`config.mk`:
```
export PLATFORM = sky130hd
export DESIGN_NAME = rank_match_scheduler
export DESIGN_NICKNAME = d
export VERILOG_FILES = /design/src/rtl/rank_match_scheduler.sv
export SDC_FILE = /design/constraint.sdc
export NUM_CORES = 1
export LEC_CHECK = 0
export BUFFER_PORTS_ARGS = -buffer_cell sky130_fd_sc_hd__buf_2
export CAP_MARGIN = 40
export CELL_PAD_IN_SITES_DETAIL_PLACEMENT = 0
export CELL_PAD_IN_SITES_GLOBAL_PLACEMENT = 1
export CORE_UTILIZATION = 40
export DETAILED_ROUTE_END_ITERATION = 8
export PLACE_DENSITY_LB_ADDON = 0.1
export SLEW_MARGIN = 20
export SYNTH_ARGS = -nofsm -noshare
export SYNTH_HDL_FRONTEND = slang
export SYNTH_SLANG_ARGS = --single-unit
```
`constraint.sdc`:
```
create_clock -name clk -period 9 [get_ports clk]
set_input_delay 2.7 -clock clk [delete_from_list [all_inputs] [get_ports clk]]
set_output_delay 2.7 -clock clk [all_outputs]
set_load 0.02 [all_outputs]
```
`src/rtl/rank_match_scheduler.sv`:
```
// Rank classification sequencer: streams every rank template against the captured corner
// mask through one shared XOR datapath and reports the lowest-mismatch template.
module rank_match_scheduler #(
    parameter int CORNER_W      = 28,
    parameter int RANK_H        = 40,
    parameter int NUM_TEMPLATES = 13,
    parameter int READ_LAT      = 2,
    parameter int MATCH_THRESH  = 300,
    localparam int RANK_SIZE    = CORNER_W * RANK_H,
    localparam int PIX_W        = $clog2(RANK_SIZE),
    localparam int TADDR_W      = $clog2(NUM_TEMPLATES * RANK_SIZE),
    localparam int SCORE_W      = $clog2(RANK_SIZE + 1),
    localparam int IDX_W        = $clog2(NUM_TEMPLATES)
) (
    input  logic               clk,
    input  logic               rst,
    input  logic               start,
    output logic [PIX_W-1:0]   mask_addr,
    output logic [TADDR_W-1:0] tmpl_addr,
    input  logic               mask_data,
    input  logic               tmpl_data,
    output logic               busy,
    output logic               tmpl_score_valid,
    output logic [IDX_W-1:0]   tmpl_idx,
    output logic [SCORE_W-1:0] tmpl_score,
    output logic               done,
    output logic [IDX_W-1:0]   best_idx,
    output logic [SCORE_W-1:0] best_score,
    output logic               match
);

    localparam int N_TOTAL = NUM_TEMPLATES * RANK_SIZE;
    localparam int DRAIN_W = $clog2(READ_LAT + 1);

    localparam logic [PIX_W-1:0]   PIX_LAST   = PIX_W'(RANK_SIZE - 1);
    localparam logic [TADDR_W-1:0] ADDR_LAST  = TADDR_W'(N_TOTAL - 1);
    localparam logic [DRAIN_W-1:0] DRAIN_LAST = DRAIN_W'(READ_LAT - 1);
    localparam logic [SCORE_W-1:0] SCORE_MAX  = SCORE_W'(RANK_SIZE);
    localparam logic [SCORE_W-1:0] THRESH     = SCORE_W'(MATCH_THRESH);
    localparam logic [IDX_W-1:0]   IDX_LAST   = IDX_W'(NUM_TEMPLATES - 1);

    typedef enum logic [1:0] {
        S_IDLE,
        S_ISSUE,
        S_DRAIN,
        S_DONE
    } state_t;

    state_t             state;
    logic [PIX_W-1:0]   pix;
    logic [IDX_W-1:0]   idx;
    logic [DRAIN_W-1:0] drain_cnt;

    // Tags travel alongside the outstanding reads so each returned pixel knows its template.
    logic [READ_LAT-1:0] tag_valid;
    logic [READ_LAT-1:0] tag_last;
    logic [IDX_W-1:0]    tag_idx [READ_LAT];

    logic               sample_valid;
    logic               sample_last;
    logic [IDX_W-1:0]   sample_idx;
    logic [SCORE_W-1:0] acc;
    logic [SCORE_W-1:0] acc_next;
    logic [SCORE_W-1:0] run_min;
    logic [IDX_W-1:0]   run_idx;
    logic               new_lt;
    logic [SCORE_W-1:0] min_score_next;
    logic [IDX_W-1:0]   min_idx_next;

    assign mask_addr    = pix;
    assign sample_valid = tag_valid[READ_LAT-1];
    assign sample_last  = tag_last[READ_LAT-1];
    assign sample_idx   = tag_idx[READ_LAT-1];

    always_ff @(posedge clk) begin
        // NOTE: clocked blocks use <= only, so every register samples pre-edge values.
        if (rst) begin
            state     <= S_IDLE;
            pix       <= '0;
            idx       <= '0;
            tmpl_addr <= '0;
            drain_cnt <= '0;
            busy      <= 1'b0;
            done      <= 1'b0;
        end else begin
            case (state)
                S_IDLE: begin
                    if (start) begin
                        state <= S_ISSUE;
                        busy  <= 1'b1;
                    end
                end
                S_ISSUE: begin
                    if (tmpl_addr == ADDR_LAST) begin
                        state     <= S_DRAIN;
                        pix       <= '0;
                        idx       <= '0;
                        tmpl_addr <= '0;
                        drain_cnt <= '0;
                    end else begin
                        tmpl_addr <= tmpl_addr + TADDR_W'(1);
                        if (pix == PIX_LAST) begin
                            pix <= '0;
                            idx <= idx + IDX_W'(1);
                        end else begin
                            pix <= pix + PIX_W'(1);
                        end
                    end
                end
                S_DRAIN: begin
                    if (drain_cnt == DRAIN_LAST) begin
                        state <= S_DONE;
                        done  <= 1'b1;
                    end else begin
                        drain_cnt <= drain_cnt + DRAIN_W'(1);
                    end
                end
                S_DONE: begin
                    state <= S_IDLE;
                    done  <= 1'b0;
                    busy  <= 1'b0;
                end
                default: state <= S_IDLE;
            endcase
        end
    end

    always_comb begin
        // NOTE: defaults first so no path through the block leaves a signal unassigned.
        acc_next = acc;
        if ((mask_data ^ tmpl_data) && (acc != SCORE_MAX)) begin
            acc_next = acc + SCORE_W'(1);
        end
        new_lt         = acc_next < run_min;
        min_score_next = new_lt ? acc_next : run_min;
        min_idx_next   = new_lt ? sample_idx : run_idx;
    end

    always_ff @(posedge clk) begin
        if (rst) begin
            // NOTE: the tag pipe is reset so reads still in flight after an abort are discarded.
            tag_valid <= '0;
            tag_last  <= '0;
            for (int i = 0; i < READ_LAT; i++) begin
                tag_idx[i] <= '0;
            end
            acc              <= '0;
            run_min          <= '0;
            run_idx          <= '0;
            tmpl_score_valid <= 1'b0;
            tmpl_idx         <= '0;
            tmpl_score       <= '0;
            best_idx         <= '0;
            best_score       <= '0;
            match            <= 1'b0;
        end else begin
            tag_valid[0] <= (state == S_ISSUE);
            tag_last[0]  <= (state == S_ISSUE) && (pix == PIX_LAST);
            tag_idx[0]   <= idx;
            for (int i = 1; i < READ_LAT; i++) begin
                tag_valid[i] <= tag_valid[i-1];
                tag_last[i]  <= tag_last[i-1];
                tag_idx[i]   <= tag_idx[i-1];
            end

            tmpl_score_valid <= 1'b0;

            if ((state == S_IDLE) && start) begin
                acc     <= '0;
                run_min <= SCORE_MAX;
                run_idx <= '0;
            end

            if (sample_valid) begin
                if (sample_last) begin
                    acc              <= '0;
                    tmpl_score_valid <= 1'b1;
                    tmpl_idx         <= sample_idx;
                    tmpl_score       <= acc_next;
                    run_min          <= min_score_next;
                    run_idx          <= min_idx_next;
                    // Final template: publish the result so it is visible in the done cycle.
                    if (sample_idx == IDX_LAST) begin
                        best_idx   <= min_idx_next;
                        best_score <= min_score_next;
                        match      <= (min_score_next <= THRESH);
                    end
                end else begin
                    acc <= acc_next;
                end
            end
        end
    end

endmodule

```
==> flow_summary.json <==
{
  "status": "finished, final reports clean",
  "synth.area.mux_share_pct": 1.02,
  "cts-root-buf": "clkbuf_16",
  "synth_edf_count": 0,
  "syn_to_final_growth_pct": 15.3,
  "clkSlewWorstSetupHoldPaths_ps": 70,
  "drc": 0,
  "fmax_mhz": 160,
  "hold-worst-slack_ps": 438,
  "finalCriticalPeriod_ps": 6260,
  "ant_nets": 0,
  "clock_path_buffers": 2,
  "vias_per_cell": 5.39,
  "grt-ovfl-total": 0,
  "period_share_pct": 69.6,
  "gp_congestion": 0.810,
  "finalSetupViolations": 0,
  "slew_headroom_pct": 51.2,
  "dieArea_um2": 13000,
  "die_y_um": 114,
  "cp_max_fo": 8,
  "cts.sinks": 105,
  "die_x_um": 114,
  "final_layout_size_suffix_gt1_share_pct": 14.8,
  "dpl-instance-area_um2": 5470,
  "synth_compound_area_share_pct": 15.3,
  "power_mw": 1.10,
  "setup_tns_ps": 0,
  "yosysWarnings": 0,
  "holdBufCountCts": 0,
  "worstMarginPinSlew_ps": 726,
  "fin_nets": 684,
  "final_util_pct": 47.8,
  "numPortBuffers": 63,
  "cts_buffers": 9,
  "dr.first_iter.drc_count": 217,
  "grt_pass1_wl_mm": 20.9,
  "h-tree-depth": 3,
  "firstDrtPassIters": 4,
  "netlist_instances": 609,
  "fin_ws_ps": 2740,
  "wl_per_cell_um": 15.0,
  "ys.flop_type": "dfxtp_1",
  "clock_skew_ps": 8.27,
  "clk_latency_ps": 350,
  "pin_count": 64,
  "synth_top_family_by_area": "simple AND/OR/NAND/NOR gates",
  "ys_seq_area_share_pct": 41.9,
  "design_area_um2": 5790,
  "worst_setup_path_start_kind": "input pin",
  "hold_viol": 0,
  "syn_nets": 634,
  "maxCapViolations": 0,
  "arrival_ps": 6500,
  "grt.total_usage_pct": 20.5,
  "drv_slew": 0,
  "synthTopCellsByArea": "dfxtp_1, nor2_1, ha_1",
  "cp_slowest_stage_delay_ps": 610,
  "worstHoldPathType": "reg2reg",
  "dp.cells": 815,
  "start_util_pct": 41.4,
  "cp-end-kind": "flop",
  "routed_wl_mm": 12.5,
  "slowest_stage": "or4_1",
  "first_global_vias": 4122,
  "crit_path_cell_trace": "buf_2 > xnor2_1 > nor2_1 > and3_1 > xnor2_1 > inv_1 > ha_1 > nand4_1 > or4_1 > o21ai_1 > buf_4 > nor2_1 > a2111oi_0",
  "synthSimpleGateAreaFrac_pct": 26.5,
  "ys_ff_latch": 105,
  "core-area_um2": 12100,
  "final_cells": 832,
  "synth.distinct_cells": 62,
  "hpwl_mm": 8.77,
  "cts.repair.resized": 0,
  "via_count": 4488,
  "p_per_area_nw_per_um2": 190,
  "avgSynthCellArea_um2": 8.24,
  "rows": 40,
  "yosysTopAreaCell": "dfxtp_1",
  "antenna_found_initial": 0,
  "synth.cell_area_um2": 5020,
  "grt_max_degree": 46,
  "synth_adder_area_share_pct": 4.99,
  "rsz0062_at_grt": "false",
  "yosysTopAreaCellShare_pct": 41.9,
  "synthArstFlopShare_pct": 0,
  "cts_tree": "done",
  "vdd_drop_max_mv": 0.137,
  "cp.required_ps": 9240,
  "diodes": 0,
  "place_ws_ps": 2400,
  "p_leak_nw": 2.28,
  "cts_setup_buffers": 0,
  "crit_type": "in2reg",
  "synth-xor-area-share_pct": 5.06
}
## layer usage
layer / share of wire (%) / up-vias / GRT usage, % / wire length [µm]
li1: - / 2238 / - / -
met1: 47 / 2150 / 26.2 / 5920
met2: 47 / 88 / 34.1 / 5880
met3: 4.1 / 12 / 3.51 / 512
met4: 1.4 / 0 / 8.48 / 174
met5: 0 / - / 0 / 0
## layout make-up
cell class                 count  area, µm²
fill                        1211       6320
multi-input combinational    442       2660
clock buffer                   9        225
inverter                      27        101
timing repair buffer          74        415
sequential                   105       2100
tap                          168        210
clock inverter                 7       78.8
## placed cells by master (no fill, tap or decap), types with 4 or more instances in the layout
master       n
o31ai_1      7
nor2_1      95
nor3_1      14
nand3b_1     5
dfxtp_1    105
nor2b_1     13
xor2_1       9
nand2_1     54
or3_1        5
buf_4        7
xnor2_1     20
a31oi_1      8
inv_1       26
clkbuf_16    9
and3_1       4
a211oi_1    11
ha_1        20
a21oi_1     45
o21ai_0     16
nand2b_1     5
buf_2       64
a22oi_1      6
mux2i_1      4
nand3_1     34
nand4_1     16
## synthesized netlist by cell type (3+ instances only)
library cell and number:
nor3_1 14, nand3b_1 5, a31oi_1 8, a21oi_1 45
o31ai_1 7, inv_1 26, buf_2 9, nand4_1 16
nand3_1 34, or3_1 5, o21ai_0 16, dfxtp_1 105
nor2b_1 13, ha_1 20, or4_1 3, mux2i_1 4
nand2b_1 5, clkbuf_1 18, and3_1 4, a22oi_1 6
xor2_1 9, nand2_1 54, nor4_1 3, xnor2_1 20
a211oi_1 11, a221oi_1 3, nor2_1 95, and4_1 3
buf_1 5
## worst paths after layout
check,startpoint,to,slack (ps),cells after the start
setup / recovery,tmpl_data,best_score[3],2740,13
hold / removal,tag_last[0],tag_last[1],440,1
setup reg to reg,acc[0],best_score[3],4590,12
hold reg to reg,tag_last[0],tag_last[1],440,1
## worst max-delay path: cells and delay by family
family | cells | cell delay [ps]
and+or+nand+nor | 5 | 1340
AOI/OAI and AO/OA | 2 | 890
xor gates and xnor gates | 2 | 730
buffers and inverters | 3 | 500
adders and majority gates | 1 | 340
## power by group
| part | internal [mW] | switching [mW] | total, mW |
|---|---|---|---|
| Sequential | 0.483 | 0.0190 | 0.502 |
| Clock | 0.219 | 0.184 | 0.402 |
| Combinational | 0.0623 | 0.135 | 0.197 |
## flip-flops by register name, summed over array words and instances (netlist names), 2 cells and up
name / flops
acc: 11
best_idx: 4
best_score: 11
drain_cnt: 2
idx: 4
mask_addr: 11
run_idx: 4
run_min: 11
state: 2
tag_idx: 8
tag_last: 2
tag_valid: 2
tmpl_addr: 14
tmpl_idx: 4
tmpl_score: 11
## cells by family after synthesis
logic type / count (synthesis)
buffers and inverters: 62
and+or+nand+nor: 268
xor gates and xnor gates: 29
DFF: 105
AOI/OAI and AO/OA: 120
adders and majority gates: 20
muxes: 5
Note: power is estimated with default switching activity, not from simulation.
